===== config.mk =====
export PLATFORM = sky130hd
export DESIGN_NAME = uart_echo
export DESIGN_NICKNAME = d
export VERILOG_FILES = /design/src/rtl/uart_echo.sv
export SDC_FILE = /design/constraint.sdc
export NUM_CORES = 1
export LEC_CHECK = 0
export CAP_MARGIN = 15
export CORE_MARGIN = 3
export CORE_UTILIZATION = 63
export DETAILED_ROUTE_END_ITERATION = 12
export GPL_TIMING_DRIVEN = 0
export PLACE_DENSITY = 0.89
export SLEW_MARGIN = 20
export SYNTH_ARGS = -nofsm -noshare
export SYNTH_HDL_FRONTEND = slang
export SYNTH_SLANG_ARGS = --single-unit

===== constraint.sdc =====
create_clock -name CLK_IN -period 2.65 [get_ports CLK_IN]
set_input_delay 0.3975 -clock CLK_IN [delete_from_list [all_inputs] [get_ports CLK_IN]]
set_output_delay 0.3975 -clock CLK_IN [all_outputs]
set_load 0.02 [all_outputs]

===== src/rtl/uart_echo.sv =====
`timescale 1ns/1ps
// uart_echo -- board-level 8N1 serial echo endpoint.
//
// Every character received on RX is buffered in a small FIFO and sent back
// unchanged on TX, in arrival order.
//
// Ports:
//   CLK_IN    system clock, rising edge
//   RESET_IN  asynchronous active-low reset; release is synchronised internally
//   RX        serial input, idle high, asynchronous to CLK_IN
//   TX        serial output, idle high
//
// Optional build macro:
//   UART_ECHO_UPCASE_EN  fold 'a'..'z' to upper case before buffering.
//
// Also contains uart_echo_fifo, the FIFO that sits between receiver and transmitter.

// uart_echo_fifo -- synchronous 8-bit FIFO. The read data is always the head entry.
// Ports: clk, rst_n (async active-low), push/wdata, pop/rdata, empty.
// A push while full is dropped, leaving the stored contents unchanged.
module uart_echo_fifo #(
   parameter int unsigned DEPTH = 16
) (
   input  logic       clk,
   input  logic       rst_n,
   input  logic       push,
   input  logic [7:0] wdata,
   input  logic       pop,
   output logic [7:0] rdata,
   output logic       empty
);
   localparam int unsigned AW = $clog2(DEPTH);

   logic [7:0]  mem [DEPTH];
   logic [AW:0] wr_ptr;
   logic [AW:0] rd_ptr;
   logic        full;
   logic        push_ok;
   logic        pop_ok;

   // Pointers carry one extra wrap bit to tell full from empty.
   assign empty   = (wr_ptr == rd_ptr);
   assign full    = (wr_ptr[AW] != rd_ptr[AW]) && (wr_ptr[AW-1:0] == rd_ptr[AW-1:0]);
   assign push_ok = push && !full;
   assign pop_ok  = pop && !empty;
   assign rdata   = mem[rd_ptr[AW-1:0]];

   always_ff @(posedge clk) begin
      if (push_ok) mem[wr_ptr[AW-1:0]] <= wdata;
   end

   always_ff @(posedge clk or negedge rst_n) begin
      if (!rst_n) begin
         wr_ptr <= '0;
         rd_ptr <= '0;
      end else begin
         if (push_ok) wr_ptr <= wr_ptr + 1'b1;
         if (pop_ok)  rd_ptr <= rd_ptr + 1'b1;
      end
   end
endmodule

module uart_echo #(
   parameter int unsigned CLK_HZ     = 100000000,
   parameter int unsigned BAUD       = 115200,
   parameter int unsigned OVERSAMPLE = 16,
   parameter int unsigned FIFO_DEPTH = 16
) (
   input  logic CLK_IN,
   input  logic RESET_IN,
   input  logic RX,
   output logic TX
);
   localparam int unsigned TICK_DIV = (CLK_HZ + (BAUD * OVERSAMPLE) / 2) / (BAUD * OVERSAMPLE);
   localparam int unsigned BIT_CLKS = TICK_DIV * OVERSAMPLE;
   localparam int unsigned TW       = (TICK_DIV > 1) ? $clog2(TICK_DIV) : 1;
   localparam int unsigned OW       = $clog2(OVERSAMPLE);
   localparam int unsigned BW       = $clog2(BIT_CLKS);
   localparam logic [TW-1:0] TICK_LAST = TW'(TICK_DIV - 1);
   localparam logic [OW-1:0] OS_MID    = OW'(OVERSAMPLE / 2 - 1);
   localparam logic [OW-1:0] OS_LAST   = OW'(OVERSAMPLE - 1);
   localparam logic [BW-1:0] BIT_LAST  = BW'(BIT_CLKS - 1);

   typedef enum logic [2:0] {RX_IDLE, RX_START, RX_DATA, RX_STOP, RX_FERR} rx_state_t;
   typedef enum logic [1:0] {TX_IDLE, TX_START, TX_DATA, TX_STOP} tx_state_t;

   // ---------------- reset and input synchronisation ----------------
   logic [1:0] rst_sync;
   logic       rst_n;

   always_ff @(posedge CLK_IN or negedge RESET_IN) begin
      if (!RESET_IN) rst_sync <= '0;
      else           rst_sync <= {rst_sync[0], 1'b1};
   end
   assign rst_n = rst_sync[1];

   logic [1:0] rx_meta;
   logic       rx_s;
   logic       rx_prev;
   assign rx_s = rx_meta[1];

   always_ff @(posedge CLK_IN or negedge rst_n) begin
      if (!rst_n) begin
         rx_meta <= '1;
         rx_prev <= 1'b1;
      end else begin
         rx_meta <= {rx_meta[0], RX};
         rx_prev <= rx_s;
      end
   end

   // ---------------- oversampling tick ----------------
   logic [TW-1:0] tick_cnt;
   logic          tick;
   assign tick = (tick_cnt == TICK_LAST);

   always_ff @(posedge CLK_IN or negedge rst_n) begin
      if (!rst_n) tick_cnt <= '0;
      else        tick_cnt <= tick ? '0 : tick_cnt + 1'b1;
   end

   // ---------------- receiver ----------------
   rx_state_t     rx_state, rx_next;
   logic [OW-1:0] rx_os, rx_os_n;
   logic [2:0]    rx_bit, rx_bit_n;
   logic [7:0]    rx_sh, rx_sh_n;
   logic          rx_push;

   always_ff @(posedge CLK_IN or negedge rst_n) begin
      if (!rst_n) begin
         rx_state <= RX_IDLE;
         rx_os    <= '0;
         rx_bit   <= '0;
         rx_sh    <= '0;
      end else begin
         rx_state <= rx_next;
         rx_os    <= rx_os_n;
         rx_bit   <= rx_bit_n;
         rx_sh    <= rx_sh_n;
      end
   end

   always_comb begin
      rx_next  = rx_state;
      rx_os_n  = rx_os;
      rx_bit_n = rx_bit;
      rx_sh_n  = rx_sh;
      rx_push  = 1'b0;
      unique case (rx_state)
         RX_IDLE: begin
            if (rx_prev && !rx_s) begin
               rx_next = RX_START;
               rx_os_n = '0;
            end
         end
         RX_START: begin
            if (tick) begin
               if (rx_os == OS_MID) begin
                  // A line back high at mid start bit was only a glitch.
                  rx_os_n  = '0;
                  rx_bit_n = '0;
                  rx_next  = rx_s ? RX_IDLE : RX_DATA;
               end else begin
                  rx_os_n = rx_os + 1'b1;
               end
            end
         end
         RX_DATA: begin
            if (tick) begin
               if (rx_os == OS_LAST) begin
                  rx_os_n  = '0;
                  rx_sh_n  = {rx_s, rx_sh[7:1]};
                  rx_bit_n = rx_bit + 1'b1;
                  if (rx_bit == 3'd7) rx_next = RX_STOP;
               end else begin
                  rx_os_n = rx_os + 1'b1;
               end
            end
         end
         RX_STOP: begin
            if (tick) begin
               if (rx_os == OS_LAST) begin
                  rx_os_n = '0;
                  if (rx_s) begin
                     rx_push = 1'b1;
                     rx_next = RX_IDLE;
                  end else begin
                     rx_next = RX_FERR;
                  end
               end else begin
                  rx_os_n = rx_os + 1'b1;
               end
            end
         end
         RX_FERR: begin
            // Framing error: drop the byte and hold off until the line idles.
            if (rx_s) rx_next = RX_IDLE;
         end
         default: rx_next = RX_IDLE;
      endcase
   end

   logic [7:0] fifo_wdata;
`ifdef UART_ECHO_UPCASE_EN
   assign fifo_wdata = (rx_sh >= 8'h61 && rx_sh <= 8'h7A) ? (rx_sh & 8'hDF) : rx_sh;
`else
   assign fifo_wdata = rx_sh;
`endif

   // ---------------- echo buffer ----------------
   logic [7:0] fifo_rdata;
   logic       fifo_empty;
   logic       tx_pop;

   uart_echo_fifo #(.DEPTH(FIFO_DEPTH)) u_fifo (
      .clk   (CLK_IN),
      .rst_n (rst_n),
      .push  (rx_push),
      .wdata (fifo_wdata),
      .pop   (tx_pop),
      .rdata (fifo_rdata),
      .empty (fifo_empty)
   );

   // ---------------- transmitter ----------------
   // Bit timing counts clocks directly so every bit is exactly one bit time,
   // independent of where the free-running tick happens to be.
   tx_state_t     tx_state, tx_next;
   logic [BW-1:0] tx_cnt, tx_cnt_n;
   logic [2:0]    tx_bit, tx_bit_n;
   logic [7:0]    tx_sh, tx_sh_n;
   logic          tx_q, tx_n;
   logic          bit_end;

   assign bit_end = (tx_cnt == BIT_LAST);
   assign TX      = tx_q;

   always_ff @(posedge CLK_IN or negedge rst_n) begin
      if (!rst_n) begin
         tx_state <= TX_IDLE;
         tx_cnt   <= '0;
         tx_bit   <= '0;
         tx_sh    <= '0;
         tx_q     <= 1'b1;
      end else begin
         tx_state <= tx_next;
         tx_cnt   <= tx_cnt_n;
         tx_bit   <= tx_bit_n;
         tx_sh    <= tx_sh_n;
         tx_q     <= tx_n;
      end
   end

   always_comb begin
      tx_next  = tx_state;
      tx_cnt_n = tx_cnt + 1'b1;
      tx_bit_n = tx_bit;
      tx_sh_n  = tx_sh;
      tx_n     = tx_q;
      tx_pop   = 1'b0;
      unique case (tx_state)
         TX_IDLE: begin
            tx_cnt_n = '0;
            tx_n     = 1'b1;
            if (!fifo_empty) begin
               tx_pop  = 1'b1;
               tx_sh_n = fifo_rdata;
               tx_n    = 1'b0;
               tx_next = TX_START;
            end
         end
         TX_START: begin
            if (bit_end) begin
               tx_cnt_n = '0;
               tx_bit_n = '0;
               tx_n     = tx_sh[0];
               tx_next  = TX_DATA;
            end
         end
         TX_DATA: begin
            if (bit_end) begin
               tx_cnt_n = '0;
               tx_sh_n  = {1'b0, tx_sh[7:1]};
               if (tx_bit == 3'd7) begin
                  tx_n    = 1'b1;
                  tx_next = TX_STOP;
               end else begin
                  tx_n     = tx_sh[1];
                  tx_bit_n = tx_bit + 1'b1;
               end
            end
         end
         TX_STOP: begin
            if (bit_end) begin
               tx_cnt_n = '0;
               // Chain straight into the next start bit when more data waits.
               if (!fifo_empty) begin
                  tx_pop  = 1'b1;
                  tx_sh_n = fifo_rdata;
                  tx_n    = 1'b0;
                  tx_next = TX_START;
               end else begin
                  tx_n    = 1'b1;
                  tx_next = TX_IDLE;
               end
            end
         end
         default: tx_next = TX_IDLE;
      endcase
   end
endmodule


==> results.ini <==
[worst_setup_path]
critical_path_arrival_ns=2.45
reg2reg_from=tick_cnt[1]
required_time_at_the_worst_slack_endpoint_ns=2.72
worst_setup_path_startpoint=tick_cnt[1]
rrSetupSlack_ns=0.27
worstRegToRegCells=8
startpoint_type=flip-flop
crit_type=flip-flop to flip-flop
endpoint_kind=flip-flop
timing.critical_path.fanout_max=10
crit_end=u_fifo.mem[3][4]
r2r-end=u_fifo.mem[3][4]

[synthesis]
synth_top_family_by_area=multiplexers
mappedNetlistArea_sq_mm=0.00821
seq_area_frac_synth_pct=66.1
parity_gate_share_of_the_synthesized_area_counting_xor_and_xnor_cells_pct=2.56
synthTopCellsByArea=sky130_fd_sc_hd__edfxtp_1, sky130_fd_sc_hd__dfrtp_1, sky130_fd_sc_hd__mux4_2
synth_top_area_share_pct=46.8
synth.net_count=559
synth_ff_type=sky130_fd_sc_hd__edfxtp_1
synth_cell_types=64
synth-async-reset-ratio_pct=33.0
synthTopCellsByCount=sky130_fd_sc_hd__edfxtp_1, sky130_fd_sc_hd__dfrtp_1, sky130_fd_sc_hd__mux2_2
post_synth_mux_area_share_pct=10.8
synthCells=538
synth_most_common_cell=sky130_fd_sc_hd__edfxtp_1
synth_compound_area_share_pct=6.81
synth_adder_area_share_pct=2.74
synth_enable_flop_cells=128
post-synth-top-area-cell=sky130_fd_sc_hd__edfxtp_1
yosys_register_bits=191
ys_warn_count=0
synth_area_per_cell_sq_um=15.3
synth_simple_gate_area_share_pct=8.85

[grt]
grt_first_pass_wirelength_mm=25.8
first_global_vias=4678
grt_antenna_before_repair=0
grtUsageTotal_pct=23.8
globalRoute.totalOverflow=0
grt_max_degree=62

[cts]
cts_tree=built
cts-root-buf=sky130_fd_sc_hd__clkbuf_16
clock_tree.htree_level_count=4
clock_insertion_delay_worst_skew_ns=0.44
cts.clk_slew.worst_paths_ns=0.07
numCtsBuffers=17
max-clock-path-buffers=2
cts_sinks=191
post-cts-setup-buffer-count=0

[timing]
slew_violations=0
fin_crit_ns=2.38
period_share_pct=89.7
fin_worst_skew_ns=0.00925
maxClockFrequency_ghz=0.421
relSlewSlack_pct=48.6
setup_viol_count_final=0
rsz0062_at_grt=false
hold_violations=0
timing.setup.tns_ns=0
timing_worst_slew_pin_value_ns=0.771

[placed_design]
gp_congestion=0.864
numPortBuffers=3
hpwlAfterDp_mm=10.6
placed_cells=713

[floorplan]
fp.dieH_microns=120
initial_core_util_pct=64.8
design.portCount=4
floorplan.rows=41
floorplan_die_width_microns=120
die-area_sq_mm=0.0144
core_region_area_sq_mm=0.0127

[route]
postRouteWirelength_mm=16.0
route.antenna.remaining_nets=0
wl_met1_mm=6.57
route.met2.wl_mm=8.01
vias=4711
initialDrtViolationCount=448
top_signal_layer_used=met4
met3_length_microns=978
drt_first_pass_iters=7
detail_route.vias_per_cell=6.32
drcViolationCount=0
routed_wire_length_per_instance_microns=21.4

[power]
internal_power_w=0.00465
combPwrFrac_pct=4.5
clkPwrFrac_pct=41.4
power.share.switching_pct=23.1
peakVddDrop_mv=0.641
netSwitchingPower_w=0.00139
total_leakage_power_nw=3.02
seq_power_share_pct=54.1
power_density_normalized_to_cell_area_mw_per_mm2=667

[layout]
diodes=0
layout_cells_sized_above_1_pct=19.4
final_nets=581
area.growth.synth_to_final_pct=10.3
stdcell_count=745

[flow_run]
max-cap-violations=0

[worst_hold_path]
hold_path_class=primary input to asynchronous set/reset pin

[run_status]
status=complete, no violations

==> what timing repair did <==
| item | 4_1_cts | 5_1_grt |
|---|---|---|
| setup endpoints to repair | 0 | 8 |
| hold buffers | 0 | 0 |
| gates resized for setup | 0 | 1 |
==> area by class of cell <==
cell class | count | area (sq um)
Multi-Input combinational cell | 312 | 2630
Clock inverter | 15 | 158
Buffer | 27 | 143
Timing Repair Buffer | 3 | 30.0
Tap cell | 172 | 215
Fill cell | 781 | 3610
Sequential cell | 191 | 5430
Inverter | 8 | 30.0
Clock buffer | 17 | 425
==> cell usage in the layout (no fill, tap or decap), types with 6 or more instances in the layout <==
master                      instances
sky130_fd_sc_hd__nand2_1           27
sky130_fd_sc_hd__nand3_1            8
sky130_fd_sc_hd__dfrtp_1           58
sky130_fd_sc_hd__mux2i_1            9
sky130_fd_sc_hd__edfxtp_1         128
sky130_fd_sc_hd__nor2_1            22
sky130_fd_sc_hd__inv_1              7
sky130_fd_sc_hd__mux4_2            19
sky130_fd_sc_hd__and3_1            18
sky130_fd_sc_hd__a22o_1             6
sky130_fd_sc_hd__clkbuf_1           7
sky130_fd_sc_hd__o22ai_1            7
sky130_fd_sc_hd__nor2b_1           16
sky130_fd_sc_hd__buf_2             12
sky130_fd_sc_hd__nor3_1             8
sky130_fd_sc_hd__o21ai_0           14
sky130_fd_sc_hd__o31ai_1            6
sky130_fd_sc_hd__clkbuf_16         17
sky130_fd_sc_hd__xor2_1             8
sky130_fd_sc_hd__xnor2_1           16
sky130_fd_sc_hd__mux2_2            30
sky130_fd_sc_hd__ha_1              18
sky130_fd_sc_hd__a211oi_1          10
sky130_fd_sc_hd__a21oi_1            9
==> cell families after synthesis <==
group | count (synthesis)
other | 1
flip-flops | 191
adder cells (fa/ha/maj) | 18
AO/OA/AOI/OAI | 78
AND/OR/NAND/NOR | 130
buffers and inverters | 35
XOR/XNOR | 24
multiplexers | 61
==> registers in the layout, indices dropped and copies added (netlist names), 2 cells and up <==
name,flops
tx_bit,3
u_fifo.wr_ptr,5
rx_state,3
rx_os,4
fifo_wdata,8
tx_cnt,10
tx_state,2
rst_sync,2
tx_sh,8
tick_cnt,6
u_fifo.rd_ptr,5
u_fifo.mem,128
rx_meta,2
rx_bit,3
==> worst max-delay path, stage by stage (launching register included) <==
cell	delay (ns)
sky130_fd_sc_hd__dfrtp_1	0.39
sky130_fd_sc_hd__inv_1	0.06
sky130_fd_sc_hd__ha_1	0.15
sky130_fd_sc_hd__nand2_1	0.10
sky130_fd_sc_hd__nor4_4	0.34
sky130_fd_sc_hd__o2111a_1	0.25
sky130_fd_sc_hd__buf_4	0.16
sky130_fd_sc_hd__nand2_1	0.13
sky130_fd_sc_hd__nor3_4	0.43
==> metrics by stage <==
stage	hold WS (ns)	utilization, %	setup WS (ns)	area, sq um	total power (W)
final	0.118	71.5	0.274	9060	0.00604
after global routing	0.109	71.5	0.0948	9060	0.00623
after CTS	0.107	71.4	0.0418	9050	0.00605
after detailed placement	0.347	66.8	0.0553	8470	0.00360
after global placement	0.337	66.8	-0.379	8460	0.00358
after floorplan	0.102	-	0.294	8210	0.00353
==> power groups by stage <==
stage                     Sequential (W)  Clock (W)  Combinational (W)
after floorplan                  0.00331          0           0.000222
after global placement           0.00332          0           0.000252
after detailed placement         0.00333          0           0.000269
after CTS                        0.00327    0.00251           0.000269
after global routing             0.00328    0.00264           0.000308
final                            0.00327    0.00250           0.000273
==> worst min path at each step <==
stage                           start           to  slack, ns
after floorplan              RESET_IN  rst_sync[0]       0.10
after global placement    rst_sync[0]  rst_sync[1]       0.34
after detailed placement   rx_meta[0]   rx_meta[1]       0.35
after CTS                    RESET_IN  rst_sync[1]       0.11
after global routing         RESET_IN  rst_sync[1]       0.11
final                        RESET_IN  rst_sync[1]       0.12
==> routing by layer <==
metal / GRT usage [%] / up-vias
met3: 4.96 / 31
met1: 32.8 / 2379
met4: 9.23 / 0
met2: 37.9 / 190
li1: - / 2111
met5: 0 / -
(Power assumes the default switching activity.)
